==> config.mk <==
export PLATFORM = sky130hd
export DESIGN_NAME = seq_pattern_gen
export DESIGN_NICKNAME = d
export VERILOG_FILES = /design/src/rtl/seq_pattern_gen.sv
export SDC_FILE = /design/constraint.sdc
export NUM_CORES = 1
export LEC_CHECK = 0
export CAP_MARGIN = 20
export CORE_ASPECT_RATIO = 2
export CORE_MARGIN = 4
export CORE_UTILIZATION = 35
export CTS_CLUSTER_DIAMETER = 120
export CTS_CLUSTER_SIZE = 24
export DETAILED_ROUTE_END_ITERATION = 10
export PLACE_DENSITY = 0.56
export SYNTH_ARGS = -nofsm -noshare
export SYNTH_HDL_FRONTEND = slang
export SYNTH_SLANG_ARGS = --single-unit
==> constraint.sdc <==
create_clock -name clk -period 2.45 [get_ports clk]
set_input_delay 0.245 -clock clk [delete_from_list [all_inputs] [get_ports clk]]
set_output_delay 0.245 -clock clk [all_outputs]
set_load 0.05 [all_outputs]
==> src/rtl/seq_pattern_gen.sv <==
// Serial pattern transmitter: latches a pattern on start and shifts it out MSB-first,
// repeating it a programmable number of times with a programmable idle gap between copies.
module seq_pattern_gen #(
    parameter int PAT_W = 4,
    parameter int REP_W = 4,
    parameter int GAP_W = 4
) (
    input  logic             clk,
    input  logic             reset,
    input  logic             start,
    input  logic             abort,
    input  logic [PAT_W-1:0] pat_in,
    input  logic [REP_W-1:0] rep_cnt,
    input  logic [GAP_W-1:0] gap,
    output logic             out_bit,
    output logic             out_valid,
    output logic             busy,
    output logic             done
);

    localparam int IDX_W = $clog2(PAT_W);
    localparam logic [IDX_W-1:0] LAST_IDX = IDX_W'(PAT_W - 1);

    typedef enum logic [1:0] {
        ST_IDLE  = 2'd0,
        ST_SHIFT = 2'd1,
        ST_GAP   = 2'd2,
        ST_DONE  = 2'd3
    } state_t;

    state_t           state, state_nxt;
    logic [PAT_W-1:0] pat_reg, pat_nxt;
    logic [REP_W-1:0] reps_left, reps_nxt;
    logic [GAP_W-1:0] gap_reg, gap_reg_nxt;
    logic [GAP_W-1:0] gap_ctr, gap_ctr_nxt;
    logic [IDX_W-1:0] bit_idx, idx_nxt;
    logic [IDX_W-1:0] sel;

    always_ff @(posedge clk or negedge reset) begin
        if (!reset) begin
            state     <= ST_IDLE;
            pat_reg   <= '0;
            reps_left <= '0;
            gap_reg   <= '0;
            gap_ctr   <= '0;
            bit_idx   <= '0;
        end else begin
            state     <= state_nxt;
            pat_reg   <= pat_nxt;
            reps_left <= reps_nxt;
            gap_reg   <= gap_reg_nxt;
            gap_ctr   <= gap_ctr_nxt;
            bit_idx   <= idx_nxt;
        end
    end

    always_comb begin
        state_nxt   = state;
        pat_nxt     = pat_reg;
        reps_nxt    = reps_left;
        gap_reg_nxt = gap_reg;
        gap_ctr_nxt = gap_ctr;
        idx_nxt     = bit_idx;
        case (state)
            ST_IDLE: begin
                if (start) begin
                    pat_nxt     = pat_in;
                    reps_nxt    = (rep_cnt == '0) ? REP_W'(1) : rep_cnt;
                    gap_reg_nxt = gap;
                    idx_nxt     = '0;
                    state_nxt   = ST_SHIFT;
                end
            end
            ST_SHIFT: begin
                if (bit_idx == LAST_IDX) begin
                    // A zero gap restarts the next copy directly, with no dead cycle.
                    if (reps_left > REP_W'(1)) begin
                        reps_nxt = reps_left - REP_W'(1);
                        idx_nxt  = '0;
                        if (gap_reg != '0) begin
                            state_nxt   = ST_GAP;
                            gap_ctr_nxt = gap_reg;
                        end
                    end else begin
                        state_nxt = ST_DONE;
                    end
                end else begin
                    idx_nxt = bit_idx + IDX_W'(1);
                end
            end
            ST_GAP: begin
                if (gap_ctr <= GAP_W'(1)) begin
                    gap_ctr_nxt = '0;
                    idx_nxt     = '0;
                    state_nxt   = ST_SHIFT;
                end else begin
                    gap_ctr_nxt = gap_ctr - GAP_W'(1);
                end
            end
            default: state_nxt = ST_IDLE;
        endcase
        if (abort) begin
            state_nxt = ST_IDLE;
        end
    end

    assign sel       = LAST_IDX - bit_idx;
    assign out_valid = (state == ST_SHIFT);
    assign out_bit   = out_valid & pat_reg[sel];
    assign busy      = (state == ST_SHIFT) || (state == ST_GAP);
    assign done      = (state == ST_DONE);

endmodule

==> flow_metrics.tcl, run 1 <==
set metrics [dict create \
    synth_ff_type "dfrtp_1" \
    pin_count 20 \
    synth_seq_cells 20 \
    yosys.area.top_type "dfrtp_1" \
    yosysUniqueCellTypes 35 \
    antenna_found_initial 0 \
    setup-tns-final_ps 0 \
    drc 0 \
    routed_wl_um 2681 \
    synth_top_area_frac 0.3953 \
    status "finished, final reports clean" \
    place.gp.congestion 0.8382 \
    r2r_start "state[1]$_DFFE_PN0P_" \
    synth_edf_count 0 \
    num_rows 30 \
    root_buffer "clkbuf_8" \
    total_leakage_power_nw 0.6856 \
    nets 165 \
    antenna_left 0 \
    arrival_ps 1920 \
    die_w_um 50.53 \
    via_per_inst 5.167 \
    dieArea_sq_um 4702 \
    die_y_um 93.06 \
    fmax_mhz 462.1 \
    path_max_fanout 5 \
    grt_max_degree 21 \
    firstDrtPassIters 4 \
    syn_area_sq_um 1266 \
    cts_tree "done" \
    multiInputGateArea_sq_um 710.7 \
    dr.first_iter.drc_count 9 \
    rrSetupSlack_ps 510 \
    seq_area_sq_um 500.5 \
    drive_gt1_frac 0.1957 \
    end_kind "output port" \
    start_kind "flop" \
    gr-total-overflow 0 \
    maxCapViolCount 0 \
    synth_area_per_cell_sq_um 11.01 \
    power.density_nw_per_um2 1192 \
    relSlewSlack 0.6678 \
    synth_nets 141 \
    finalHoldViolations 0 \
    synth_common_cells "dfrtp_1, inv_1, ha_1, mux2_2, mux2i_1" \
    vias 961 \
    antennaDiodeCount 0 \
    yosysMostFrequentCell "dfrtp_1" \
    peakVddDrop_mv 0.5650 \
    hp-class "in2async" \
    fin_crit_ps 2164 \
    clkSlewWorstSetupHoldPaths_ps 80 \
    r2r_cells 5 \
    yosys_warnings 0 \
    slew_viol_final 0 \
    netlist_instances 115 \
    worstSetupPathType "reg2out" \
    coreArea_sq_um 3453 \
    track_usage 0.1278 \
    required_ps 2200 \
    numCtsBuffers 3 \
    clk_path_buf_depth 2 \
    fillers 343 \
    worst_hold_slack_ps 329.8 \
    holdBufCountCts 0 \
    post_drt_wl_per_cell_um 14.41 \
    worst_pin_slew_ps 496.7 \
    clock_skew_ps 2.428 \
    synthArstFlopShare 1.000 \
    port_buffers 19 \
    rsz0062_at_grt "false" \
    ys_seq_area_frac 0.3953 \
    grt_pass1_vias 1036 \
    grt_pass1_wl_um 4540 \
    ys_top_cells_by_area "dfrtp_1, ha_1, mux2_2, mux2i_1, inv_1" \
    post_cts_resized 0 \
    clk_latency_ps 260 \
    initial_core_util 0.3667 \
    cts_sinks 20 \
    area_growth_pct 25.40 \
    reg2reg_to "reps_left[0]$_DFFE_PN0P_" \
    postCtsSetupRepairBufs 0 \
    cts-htree-levels 1 \
    setup_viol 0 \
    dp_hpwl_um 2135 \
    fin_crit_sh 0.8832 \
]
metal layers:
metal,track usage,up-vias,share of wire
li1,-,464,-
met1,0.1128,472,0.36
met4,0.06742,0,0.023
met3,0.03190,5,0.046
met2,0.2500,20,0.57
met5,0,-,0
stage by stage:
step	power [mW]	cell area [sq um]	cells	utilization	setup WS (ps)
after floorplan	1.332	1266	115	-	346.9
after global placement	1.566	1516	182	0.4391	583.1
after detailed placement	1.576	1516	182	0.4391	518.3
after CTS	1.914	1588	186	0.4598	280.6
after global routing	2.035	1588	186	0.4598	219.5
final	1.893	1588	186	0.4598	286.2
worst max-delay path, cell delays in order (launching register included):
cell and delay [ps]:
dfrtp_1 430, inv_1 90, ha_1 320, clkdlybuf4s50_1 810
cells by family (layout without fill, tap and decap cells):
logic type	count (synthesis)	count (layout)	share of synthesized area
simple gates	32	32	0.1502
compound gates	20	20	0.1354
flops	20	20	0.3953
mux	19	19	0.1769
buf+inv	14	37	0.04348
fa+ha+maj	10	10	0.09881
power breakdown:
group | internal (mW) | total [mW] | switching (mW) | leakage, nW
sequential | 0.480 | 0.628 | 0.148 | 0.242
combinational | 0.440 | 0.931 | 0.491 | 0.408
clock | 0.218 | 0.334 | 0.116 | 0.0357
total | 1.14 | 1.89 | 0.755 | 0.686
how the worst max path moves through the flow:
stage / depth (start not counted) / endpoint / from
2_1_floorplan: 6 / bit_idx[0]$_DFFE_PN0P_ / state[1]$_DFFE_PN0P_
3_3_place_gp: 5 / bit_idx[0]$_DFFE_PN0P_ / state[0]$_DFFE_PN0P_
3_5_place_dp: 5 / reps_left[0]$_DFFE_PN0P_ / state[1]$_DFFE_PN0P_
4_1_cts: 3 / busy / state[0]$_DFFE_PN0P_
5_1_grt: 3 / busy / state[0]$_DFFE_PN0P_
6_report: 3 / busy / state[0]$_DFFE_PN0P_
final cells by class:
cell class / instances / area share
Tap cell: 48 / 0.03783
Inverter: 12 / 0.02837
Clock buffer: 3 / 0.02600
Timing Repair Buffer: 21 / 0.1261
Multi-Input combinational cell: 81 / 0.4476
Clock inverter: 1 / 0.01891
Sequential cell: 20 / 0.3152
layout by cell type (no fill, tap or decap), drive strengths merged:
cell type	synthesis	layout
mux2i	7	7
ha	10	10
inv	12	12
mux4	1	1
clkbuf	0	3
nor3	6	6
nor4b	1	1
o21ai	4	4
or3	1	1
mux2	11	11
bufinv	0	1
nor2	6	6
buf	2	4
o31ai	1	1
a22o	1	1
o211ai	2	2
nand2b	5	5
a2bb2oi	2	2
o2bb2ai	2	2
nor2b	1	1
nand3	2	2
a2111oi	1	1
nor4	3	3
a22oi	1	1
dfrtp	20	20
and2	1	1
o311a	2	2
o31a	1	1
clkdlybuf4s50	0	17
nand2	6	6
a221oi	1	1
a21oi	2	2
(Power assumes the default switching activity.)
==> inputs of run 2 (changes only) <==
==> constraint.sdc (replaced) <==
create_clock -name clk -period 2.3 [get_ports clk]
set_input_delay 0.23 -clock clk [delete_from_list [all_inputs] [get_ports clk]]
set_output_delay 0.23 -clock clk [all_outputs]
set_load 0.05 [all_outputs]
==> flow_metrics.tcl, run 2 (synthesized netlist as in run 1, its figures left out) <==
set metrics [dict create \
    cpMaxStageDelayCell "clkdlybuf4s50_1" \
    start_kind "flop" \
    grt_pass1_vias 1087 \
    pwr-share-clk 0.133 \
    setup_viol 0 \
    initial_core_util 0.3667 \
    grt_pass1_wl_um 4974 \
    setup-tns-final_ps 0 \
    clock_skew_ps 3.471 \
    final_cell_mix "dfrtp_1, clkdlybuf4s50_1, inv_1" \
    p_switching_mw 0.8150 \
    path_buf_inv 2 \
    crit_family "buffers and inverters" \
    fin_crit_sh 0.9289 \
    vias 951 \
    pin_count 20 \
    postCtsSetupRepairBufs 0 \
    area_growth_pct 25.69 \
    arrival_ps 1910 \
    status "finished, final reports clean" \
    max_stage_delay_ps 810 \
    power.density_nw_per_um2 1238 \
    clkSlewWorstSetupHoldPaths_ps 70 \
    r2r_cells 6 \
    coreArea_sq_um 3453 \
    gr-total-overflow 0 \
    cp_cell_sequence "inv_1 -> ha_1 -> clkdlybuf4s50_1" \
    dp_hpwl_um 2331 \
    multiInputGateArea_sq_um 710.7 \
    worstSetupPathType "reg2out" \
    final_common_cell "dfrtp_1" \
    startpoint "state[0]$_DFFE_PN0P_" \
    swShare 0.4135 \
    intPower_mw 1.156 \
    track_usage 0.1401 \
    cts_sinks 20 \
    seqPwrFrac 0.342 \
    dr.first_iter.drc_count 11 \
    antennaDiodeCount 0 \
    cts-htree-levels 1 \
    die_y_um 93.06 \
    post_drt_wl_per_cell_um 15.03 \
    holdBufCountCts 0 \
    firstDrtPassIters 4 \
    slew_viol_final 0 \
    grt_max_degree 21 \
    clk_path_buf_depth 2 \
    rsz0062_at_grt "false" \
    r2r_start "state[1]$_DFFE_PN0P_" \
    dieArea_sq_um 4702 \
    rrSetupSlack_ps 400 \
    drc 0 \
    antenna_found_initial 0 \
    comb_power_share 0.525 \
    endpoint "busy" \
    reg2reg_to "reps_left[0]$_DFFE_PN0P_" \
    clk_latency_ps 250 \
    cp.depth 3 \
    maxCapViolCount 0 \
    fillers 350 \
    post_cts_resized 0 \
    cts_tree "done" \
    drive_gt1_frac 0.2014 \
    utilization 0.4609 \
    path_max_fanout 5 \
    num_rows 30 \
    port_buffers 19 \
    worst_pin_slew_ps 495.5 \
    root_buffer "clkbuf_8" \
    place.gp.congestion 0.8242 \
    numCtsBuffers 3 \
    peakVddDrop_mv 0.6039 \
    fmax_mhz 468.0 \
    seq_area_sq_um 500.5 \
    routed_wl_um 2811 \
    relSlewSlack 0.6686 \
    required_ps 2070 \
    die_w_um 50.53 \
    nets 166 \
    via_per_inst 5.086 \
    finalHoldViolations 0 \
    fin_crit_ps 2137 \
    antenna_left 0 \
    total_leakage_power_nw 0.6864 \
    end_kind "output port" \
    hp-class "in2async" \
]
## run 2: changes by cell type in the layout (fill, tap and decap cells not counted)
| cell | delta |
|---|---|
| bufinv_16 | -1 |
| buf_12 | +1 |
| clkbuf_8 | +1 |
## run 2: worst reg2reg max path: cells and delay by family, from the launching register on
family | cells | cell delay (ps)
AND/OR/NAND/NOR | 2 | 510
flip-flops | 1 | 390
multiplexers | 1 | 330
adder cells (fa/ha/maj) | 1 | 310
AO/OA/AOI/OAI | 1 | 140
buffers and inverters | 1 | 90
## run 2: routing by layer
| layer | track usage | part of all wire | up-vias | routed length [um] |
|---|---|---|---|---|
| met5 | 0 | 0 | - | 0 |
| met1 | 0.1424 | 0.37 | 465 | 1028 |
| met3 | 0.02233 | 0.027 | 6 | 76 |
| li1 | - | - | 463 | - |
| met4 | 0.06517 | 0.029 | 0 | 82 |
| met2 | 0.2664 | 0.58 | 17 | 1623 |
## run 2: power by group through the flow
stage	registers, mW	logic (mW)	clock network [mW]
2_1_floorplan	0.628	0.792	0
3_3_place_gp	0.672	1.02	0
3_5_place_dp	0.684	1.05	0
4_1_cts	0.677	1.05	0.277
5_1_grt	0.700	1.14	0.295
6_report	0.675	1.03	0.262
## run 2: layout make-up
class                      count  area share
sequential                    20      0.3145
inverter                      12     0.02830
timing repair buffer          22      0.1384
tap                           48     0.03774
clock buffer                   4     0.03459
multi-input combinational     81      0.4465
## run 2: worst min path at each step
stage	from	endpoint	slack, ps	cells after the start
2_1_floorplan	reset	bit_idx[0]$_DFFE_PN0P_	-70	0
3_3_place_gp	pat_reg[2]$_DFFE_PN0P_	pat_reg[2]$_DFFE_PN0P_	480	1
3_5_place_dp	pat_reg[2]$_DFFE_PN0P_	pat_reg[2]$_DFFE_PN0P_	490	1
4_1_cts	reset	reps_left[2]$_DFFE_PN0P_	320	2
5_1_grt	reset	state[0]$_DFFE_PN0P_	340	2
6_report	reset	reps_left[2]$_DFFE_PN0P_	310	2
## run 2: metrics by stage
stage	hold slack (ps)	cell area, sq um	power, mW	std cells	worst slack, ps
after floorplan	-65.59	1266	1.419	115	196.9
after global placement	483.5	1536	1.689	183	460.6
after detailed placement	494.5	1536	1.732	183	421.6
after CTS	317.4	1592	2.007	187	148.9
after global routing	336.6	1592	2.136	187	106.1
final	314.2	1592	1.971	187	163.4
